### src/rtl/serv_q_uart_rx_if.sv
// serv_q_uart_rx_if -- receive FIFO read-side bundle.
//   rd_i    : pop the FIFO head (driven by the consumer)
//   data_o  : FIFO head byte, first-word-fall-through
//   valid_o : FIFO non-empty
//   full_o  : FIFO full
// Modports: slave = receiver side, master = consuming logic.
interface serv_q_uart_rx_if;
  logic       rd_i;
  logic [7:0] data_o;
  logic       valid_o;
  logic       full_o;

  modport slave  (input  rd_i, output data_o, output valid_o, output full_o);
  modport master (output rd_i, input  data_o, input  valid_o, input  full_o);
endinterface

### src/rtl/serv_q_uart_rx.sv
// serv_q_uart_rx -- 8N1 receiver for the servant SoC UART line `q`.
// Synchronises the serial input, decodes frames and buffers the received
// bytes in a first-word-fall-through FIFO. Sticky framing/overflow flags.
// Ports:
//   clk, rst_n   : fabric clock, asynchronous active-low reset
//   q_i          : serial line, idle high
//   clr_i        : synchronous clear of both sticky flags
//   frame_err_o  : sticky, stop bit sampled low
//   overflow_o   : sticky, good byte dropped because the FIFO was full
//   fifo_if      : FIFO read side (rd_i, data_o, valid_o, full_o)
module serv_q_uart_rx #(
  parameter int CLKS_PER_BIT = 87,
  parameter int FIFO_DEPTH   = 4
) (
  input  logic                   clk,
  input  logic                   rst_n,
  input  logic                   q_i,
  input  logic                   clr_i,
  output logic                   frame_err_o,
  output logic                   overflow_o,
  serv_q_uart_rx_if.slave        fifo_if
);

  localparam int CW = $clog2(CLKS_PER_BIT);
  localparam int AW = $clog2(FIFO_DEPTH);
  localparam logic [CW-1:0] HALF_M1 = CW'(CLKS_PER_BIT / 2 - 1);
  localparam logic [CW-1:0] FULL_M1 = CW'(CLKS_PER_BIT - 1);

  localparam logic [2:0] S_IDLE  = 3'd0;
  localparam logic [2:0] S_START = 3'd1;
  localparam logic [2:0] S_DATA  = 3'd2;
  localparam logic [2:0] S_STOP  = 3'd3;
  localparam logic [2:0] S_BREAK = 3'd4;

  // Synchroniser and edge history, reset to the idle (high) line level.
  logic sync1_q, q_s_q, q_prev_q;

  always_ff @(posedge clk or negedge rst_n) begin
    if (!rst_n) begin
      sync1_q  <= 1'b1;
      q_s_q    <= 1'b1;
      q_prev_q <= 1'b1;
    end else begin
      sync1_q  <= q_i;
      q_s_q    <= sync1_q;
      q_prev_q <= q_s_q;
    end
  end

  logic [2:0]    state_q, state_d;
  logic [CW-1:0] cnt_q, cnt_d;
  logic [2:0]    idx_q, idx_d;
  logic [7:0]    shift_q, shift_d;
  logic          push, ferr_set, tick;

  // Counter is loaded with (wait - 1) and sampling happens when it hits zero.
  always_comb begin
    state_d  = state_q;
    cnt_d    = cnt_q;
    idx_d    = idx_q;
    shift_d  = shift_q;
    push     = 1'b0;
    ferr_set = 1'b0;
    tick     = (cnt_q == '0);
    case (state_q)
      S_IDLE: begin
        if (q_prev_q && !q_s_q) begin
          state_d = S_START;
          cnt_d   = HALF_M1;
        end
      end
      S_START: begin
        if (tick) begin
          if (!q_s_q) begin
            state_d = S_DATA;
            cnt_d   = FULL_M1;
            idx_d   = '0;
          end else begin
            state_d = S_IDLE;
          end
        end else begin
          cnt_d = cnt_q - CW'(1);
        end
      end
      S_DATA: begin
        if (tick) begin
          shift_d[idx_q] = q_s_q;
          cnt_d          = FULL_M1;
          if (idx_q == 3'd7) state_d = S_STOP;
          else               idx_d   = idx_q + 3'd1;
        end else begin
          cnt_d = cnt_q - CW'(1);
        end
      end
      S_STOP: begin
        if (tick) begin
          if (q_s_q) begin
            push    = 1'b1;
            state_d = S_IDLE;
          end else begin
            ferr_set = 1'b1;
            state_d  = S_BREAK;
          end
        end else begin
          cnt_d = cnt_q - CW'(1);
        end
      end
      S_BREAK: begin
        if (q_s_q) state_d = S_IDLE;
      end
      default: state_d = S_IDLE;
    endcase
  end

  always_ff @(posedge clk or negedge rst_n) begin
    if (!rst_n) begin
      state_q <= S_IDLE;
      cnt_q   <= '0;
      idx_q   <= '0;
      shift_q <= '0;
    end else begin
      state_q <= state_d;
      cnt_q   <= cnt_d;
      idx_q   <= idx_d;
      shift_q <= shift_d;
    end
  end

  // FIFO: AW+1 bit pointers, full when only the MSBs differ.
  logic [7:0]  mem_q [FIFO_DEPTH];
  logic [AW:0] wptr_q, rptr_q;
  logic        empty, full, pop, wr, ovf_set;

  assign empty   = (wptr_q == rptr_q);
  assign full    = (wptr_q[AW] != rptr_q[AW]) && (wptr_q[AW-1:0] == rptr_q[AW-1:0]);
  assign pop     = fifo_if.rd_i && !empty;
  assign wr      = push && (!full || pop);
  assign ovf_set = push && full && !pop;

  always_ff @(posedge clk or negedge rst_n) begin
    if (!rst_n) begin
      wptr_q <= '0;
      rptr_q <= '0;
      for (int unsigned i = 0; i < FIFO_DEPTH; i++) mem_q[i] <= '0;
    end else begin
      if (wr) begin
        mem_q[wptr_q[AW-1:0]] <= shift_q;
        wptr_q                <= wptr_q + 1'b1;
      end
      if (pop) rptr_q <= rptr_q + 1'b1;
    end
  end

  assign fifo_if.data_o  = mem_q[rptr_q[AW-1:0]];
  assign fifo_if.valid_o = !empty;
  assign fifo_if.full_o  = full;

  // Sticky flags: a set event in the same cycle as clr_i wins.
  logic ferr_q, ovf_q;

  always_ff @(posedge clk or negedge rst_n) begin
    if (!rst_n) begin
      ferr_q <= 1'b0;
      ovf_q  <= 1'b0;
    end else begin
      if (ferr_set)   ferr_q <= 1'b1;
      else if (clr_i) ferr_q <= 1'b0;
      if (ovf_set)    ovf_q  <= 1'b1;
      else if (clr_i) ovf_q  <= 1'b0;
    end
  end

  assign frame_err_o = ferr_q;
  assign overflow_o  = ovf_q;

endmodule

### src/flat_wrapper.sv
// flat-port wrapper written by rule: the top's interface ports become plain ports
module serv_q_uart_rx_flat 
#(
  parameter int CLKS_PER_BIT = 87,
  parameter int FIFO_DEPTH   = 4
)
  (clk, rst_n, q_i, clr_i, frame_err_o, overflow_o, fifo_if_rd_i, fifo_if_data_o, fifo_if_valid_o, fifo_if_full_o);
  serv_q_uart_rx_if fifo_if_i ();
  input  logic clk;
  input  logic rst_n;
  input  logic q_i;
  input  logic clr_i;
  output logic frame_err_o;
  output logic overflow_o;
  input wire logic [$bits(fifo_if_i.rd_i)-1:0] fifo_if_rd_i;
  output wire logic [$bits(fifo_if_i.data_o)-1:0] fifo_if_data_o;
  output wire logic [$bits(fifo_if_i.valid_o)-1:0] fifo_if_valid_o;
  output wire logic [$bits(fifo_if_i.full_o)-1:0] fifo_if_full_o;
  assign fifo_if_i.rd_i = fifo_if_rd_i;
  assign fifo_if_data_o = fifo_if_i.data_o;
  assign fifo_if_valid_o = fifo_if_i.valid_o;
  assign fifo_if_full_o = fifo_if_i.full_o;
  serv_q_uart_rx #(.CLKS_PER_BIT(CLKS_PER_BIT), .FIFO_DEPTH(FIFO_DEPTH)) u_core (.clk(clk), .rst_n(rst_n), .q_i(q_i), .clr_i(clr_i), .frame_err_o(frame_err_o), .overflow_o(overflow_o), .fifo_if(fifo_if_i));
endmodule
### config.mk
export PLATFORM = sky130hd
export DESIGN_NAME = serv_q_uart_rx_flat
export DESIGN_NICKNAME = d
export VERILOG_FILES = /design/src/rtl/serv_q_uart_rx_if.sv /design/src/rtl/serv_q_uart_rx.sv /design/src/flat_wrapper.sv
export SDC_FILE = /design/constraint.sdc
export NUM_CORES = 1
export LEC_CHECK = 0
export ABC_AREA = 1
export CAP_MARGIN = 10
export CORE_UTILIZATION = 40
export DETAILED_ROUTE_END_ITERATION = 12
export SLEW_MARGIN = 20
export SYNTH_ARGS = -nofsm -noshare
export SYNTH_HDL_FRONTEND = slang
export SYNTH_SLANG_ARGS = --single-unit
### constraint.sdc
create_clock -name clk -period 2.6 [get_ports clk]
set_input_delay 0.39 -clock clk [delete_from_list [all_inputs] [get_ports clk]]
set_output_delay 0.39 -clock clk [all_outputs]
set_load 0.01 [all_outputs]
# --- Yosys cells after proc, flatten, opt, wreduce, memory -nomap -nowiden ---
# Index checks and enable logic that the tools add are counted.
word_totals:
  regBits: 64
classes:
  addsub: 4
  order_cmp: 5
  n_eq_ne: 18
  mux: 38
  bitwise_logic: 2
  n_reduce_logical: 23
op_table:
  columns: ["cell", "count"]
  rows:
  - ["two-way mux 7 bit", 5]
  - ["two-way mux 3 bit", 11]
  - ["bitwise mux 32 bit", 1]
  - ["one-hot mux 7 bit (4 select lines)", 1]
  - ["two-way mux 8 bit", 3]
  - ["binary-select mux 8 bit (select 2 bit)", 1]
  - ["demux 8 bit (select 2 bit)", 1]
  - ["one-hot mux 3 bit (5 select lines)", 1]
  - ["inequality test 2 x 1 -> 1 bit (second input constant)", 6]
  - ["two-way mux 1 bit", 10]
  - ["adder 3 x 1 -> 3 bit (second input constant)", 3]
  - ["bitwise mux 8 bit", 1]
  - ["logical AND 1 bit", 8]
  - ["logical NOT 7 bit", 1]
  - ["subtractor 7 x 1 -> 7 bit (second input constant)", 1]
  - ["== test 3 x 2 -> 1 bit (second input constant)", 2]
  - ["== test 3 bit (second input constant)", 2]
  - ["greater-or-equal comparator 3 bit (second input constant)", 2]
  - ["inequality test 2 bit (second input constant)", 3]
  - ["NOT 2 -> 3 bit", 2]
  - ["one-hot mux 3 bit (2 select lines)", 1]
  - ["AND reduction 6 bit", 1]
  - ["nonzero test 2 bit", 3]
  - ["AND reduction 5 bit", 1]
  - ["16 further kinds", 19]

# --- Depth between registers and ports, before layout ---
# Gate-level depths: netlist of the first run.
logic_depth:
  word_depth: 6
  ltp_mapped: 10
  depth_no_buf: 9

# --- Worst setup path before layout of the first run ---
# OpenSTA, ideal clock, no wires.
synth_timing:
  path_kind: "reg2out"
  from: "register u_core.rptr_q[0]"
  to: "output port fifo_if_data_o[6]"
  arrival_ns: 1.231
  slack_ns: 0.979
  path_stages_with_launch: 6
  n_path_buf: 2
  cell_sequence: "dfrtp_1 -> buf_2 -> inv_1 -> clkbuf_1 -> o21ai_0 -> o22ai_1"
synth_via:
  elab_chain_cells: 4
synth_lines:
  columns: ["item", "line", "rtl"]
  rows:
  - ["start: declaration", "serv_q_uart_rx.sv:131", "logic [AW:0] wptr_q, rptr_q;"]
  - ["start signal: assignment", "serv_q_uart_rx.sv:150", "if (pop) rptr_q <= rptr_q + 1'b1;"]
  - ["NOT 2 -> 3 bit (implied by the code)", "serv_q_uart_rx.sv:154", "assign fifo_if.data_o = mem_q[rptr_q[AW-1:0]];"]
  - ["binary-select mux 8 bit (select 2 bit)", "serv_q_uart_rx.sv:154", null]
  - ["two-way mux 8 bit (implied by the code) (2 in series)", "serv_q_uart_rx.sv:154", null]
  - ["end: declaration", "flat_wrapper.sv:16", "output wire logic [$bits(fifo_if_i.data_o)-1:0] fifo_if_data_o;"]
# No other way between the ends. The select of a mux whose other input is x is not followed.

# --- Worst setup path after layout of the first run ---
layout_timing:
  from: "register u_core.rptr_q[1]"
  to: "output port fifo_if_valid_o"
layout_via:
  elab_chain_cells: 2
layout_lines:
  columns: ["item", "line", "rtl"]
  rows:
  - ["== test 3 bit", "serv_q_uart_rx.sv:134", "assign empty = (wptr_q == rptr_q);"]
  - ["logical NOT 1 bit", "serv_q_uart_rx.sv:155", "assign fifo_if.valid_o = !empty;"]
  - ["end: declaration", "flat_wrapper.sv:17", "output wire logic [$bits(fifo_if_i.valid_o)-1:0] fifo_if_valid_o;"]
# No other way between the ends.

==> flow_summary.yaml, run 1 <==
final_layout:
  stdcell_count: 553
  layout_common_cells: "nand2_1, dfrtp_1, nor2_1"
  final_common_cell: "nand2_1"
  stdcell_area_um2: 3860
  drive_gt1_share_pct: 9.60
  fill_cells: 802
  final_util_pct: 47.2
  area_growth_pct: 14.4
  fin_nets: 457
  diodes: 0
timing:
  tightest_slew_ns: 0.800
  setup-violations-final: 0
  fin_crit_ns: 2.47
  period_share_pct: 94.9
  hold_viol: 0
  fmax_mhz: 405
  slew_viol_final: 0
  rsz0062_at_grt: "yes"
  fin_ws_ns: 0.132
  slew_headroom_pct: 46.7
  clock_skew_ns: 0.0100
worst_setup_path:
  slowest_stage: "clkdlybuf4s50_1"
  arrival_ns: 2.08
  critPathRequiredTime_ns: 2.21
  crit_type: "flop to output pin"
  critPathCaptureType: "output pin"
  worstSetupStartpointType: "flop"
  r2r_start: "u_core.cnt_q[0]$_DFFE_PN0P_"
  rr_worst_depth: 9
  cp_cell_sequence: "inv_1 > nand2_1 > nand2_1 > and2_1 > nand2_1 > clkdlybuf4s50_1"
  slowest_delay_ns: 0.56
  worstPathMaxFanout: 12
  r2r_slack_ns: 0.44
  regToRegEndpoint: "u_core.mem_q[14]$_DFFE_PN0P_"
  cpMostUsedCell: "nand2_1"
logic_synthesis:
  syn_avg_cell_area_um2: 7.96
  synth_compound_area_share_pct: 6.97
  synth-xor-area-share_pct: 0.519
  synth_top_family_by_area: "simple AND/OR/NAND/NOR gates"
  syn_inst: 424
  yosysWarnings: 0
  synth_seq_cells: 64
  syn_nets: 438
  synthesis.area_um2: 3370
  synth_cell_types: 28
  synth_seq_area_share_pct: 47.6
  synth_fa_ha_area_share_pct: 3.34
  yosys.area_share.simple_pct: 34.4
  muxShareOfSynthArea_pct: 0
placement:
  place.gp.congestion: 0.854
  place_ws_ns: 0.355
  dpl.hpwl_um: 5180
  portBuffers: 16
  post_dp_cell_area_um2: 3610
  dp_cells: 537
power:
  p_per_area_nw_per_um2: 902
  vdd_drop_max_v: 0.000483
  p_leak_nw: 1.92
clock_tree:
  cts_made_buffers: 9
  clock_sinks: 64
  clock_latency_ns: 0.35
  cts.clk_slew.worst_paths_ns: 0.08
  clock_path_buffers: 2
  cts_tree: "done"
  cts_root_buf: "clkbuf_8"
  cts_max_level: 3
floorplan:
  die_h_um: 93.8
  die_width_um: 93.8
  start_util_pct: 41.3
  placementRows: 33
  ios: 17
  dieArea_um2: 8800
  core_area_um2: 8180
drt:
  drc: 0
  routed_wl_um: 7390
  avgRoutedWirePerCell_um: 13.4
  vias_per_cell: 5.11
  drt_iter0_markers: 143
  num_vias: 2827
  ant_nets: 0
  firstDrtPassIters: 4
global_route:
  grt_util_all_layers_pct: 19.0
  antenna_found_initial: 0
  grt_pass1_wl_um: 12900
  grt-ovfl-total: 0
  grt_start_max_net_pins: 65
  grt_pass1_vias: 2755
status:
  status: "completed"
hold_path:
  hp-class: "input port to asynchronous set/reset pin"
job:
  drv_cap: 0
## report_power, final
part | internal (mW) | switching (mW) | leakage (nW)
Clock | 0.638 | 0.425 | 0.119
Sequential | 1.09 | 0.129 | 0.861
Combinational | 0.487 | 0.712 | 0.938
Total | 2.22 | 1.27 | 1.92
## kinds of logic (layout without fill, tap and decap cells)
group	after synthesis	after routing
flops	64	64
fa+ha+maj	9	9
simple gates	255	255
xor+xnor	2	2
buf+inv	50	74
compound gates	44	44
## area by class of cell
| class | instances | area [um2] | area share [%] |
|---|---|---|---|
| clock buffer | 9 | 124 | 3.21 |
| timing repair buffer | 25 | 223 | 5.77 |
| inverter | 33 | 128 | 3.31 |
| sequential | 64 | 1610 | 41.6 |
| multi-input combinational | 310 | 1530 | 39.5 |
| tap | 105 | 131 | 3.41 |
| clock inverter | 7 | 120 | 3.11 |
## worst max-delay path: cells and delay by family, from the launching register on
family                 cells  cell delay (ns)
and+or+nand+nor            4             0.48
buffers and inverters      2             0.76
DFF                        1             0.50
## synthesized netlist by cell type, drive strengths merged
master	count	area, um2
clkbuf	2	7.51
nand3	30	173
buf	15	111
o22ai	10	62.6
nor2	45	204
xor2	1	8.76
dfrtp	61	1530
dfstp	3	78.8
nand4	37	238
o21ai	30	150
nand3b	1	7.51
a211oi	1	7.51
and2	1	6.26
a21oi	3	15.0
nand2	140	526
xnor2	1	8.76
or2	1	6.26
ha	9	113
inv	33	124
## worst max-delay path by stage
stage | cells past startpoint | from | slack [ns] | endpoint
detailed placement | 6 | u_core.rptr_q[1]$_DFFE_PN0P_ | 0.36 | fifo_if_valid_o
global placement | 6 | u_core.rptr_q[1]$_DFFE_PN0P_ | 0.36 | fifo_if_valid_o
global route | 7 | u_core.rptr_q[1]$_DFFE_PN0P_ | -0.003 | fifo_if_full_o
CTS | 7 | u_core.rptr_q[1]$_DFFE_PN0P_ | 0.11 | fifo_if_full_o
floorplan | 5 | u_core.rptr_q[0]$_DFFE_PN0P_ | 0.98 | fifo_if_data_o[6]
finish | 6 | u_core.rptr_q[1]$_DFFE_PN0P_ | 0.13 | fifo_if_valid_o
## state kept, by name, summed over array words and instances (netlist names)
name and flops:
u_core.sync1_q 1, u_core.mem_q 32, u_core.shift_q 8, u_core.overflow_o 1, u_core.rptr_q 3, u_core.frame_err_o 1
u_core.idx_q 3, u_core.q_prev_q 1, u_core.state_q 3, u_core.q_s_q 1, u_core.wptr_q 3, u_core.cnt_q 7
## per-layer routing
metal,wire length (um),global-route usage [%],up-vias,part of all wire [%]
met5,0,0,-,0
met4,104,7.82,0,1.4
met3,232,3.64,12,3.1
met2,3400,31.0,40,46
met1,3650,24.7,1330,49
li1,-,-,1445,-
## per-stage QoR
stage	hold slack (ns)	setup TNS, ns	total power, mW
global route	0.287	-0.00254	3.75
detailed placement	0.353	0	2.44
CTS	0.241	0	3.50
global placement	0.346	0	2.42
finish	0.215	0	3.48
floorplan	0.0944	0	2.04
## what timing repair did
| item | 4_1_cts | 5_1_grt |
|---|---|---|
| resized for setup | 1 | 1 |
| pin swaps | 0 | 0 |
| hold buffers | 0 | 0 |
| endpoints found under the setup margin | 1 | 3 |
| buffers inserted | 0 | 0 |
| endpoints found under the hold margin | 0 | 0 |
Note: power is estimated with default switching activity, not from simulation.
==> run 2, diff against run 1 <==
--- a/config.mk
+++ b/config.mk
@@ -8,6 +8,7 @@
 export ABC_AREA = 1
 export CAP_MARGIN = 10
 export CORE_UTILIZATION = 40
+export CTS_CLUSTER_SIZE = 16
 export DETAILED_ROUTE_END_ITERATION = 12
 export SLEW_MARGIN = 20
 export SYNTH_ARGS = -nofsm -noshare
==> results of run 2 <==
The final DEF is identical to that of run 1; final timing and power are the same.
==> run 3, diff against run 2 <==
--- a/config.mk
+++ b/config.mk
@@ -10,6 +10,7 @@
 export CORE_UTILIZATION = 40
 export CTS_CLUSTER_SIZE = 16
 export DETAILED_ROUTE_END_ITERATION = 12
+export SKIP_LAST_GASP = 1
 export SLEW_MARGIN = 20
 export SYNTH_ARGS = -nofsm -noshare
 export SYNTH_HDL_FRONTEND = slang
==> results of run 3 <==
The final DEF is identical to that of run 1; final timing and power are the same.
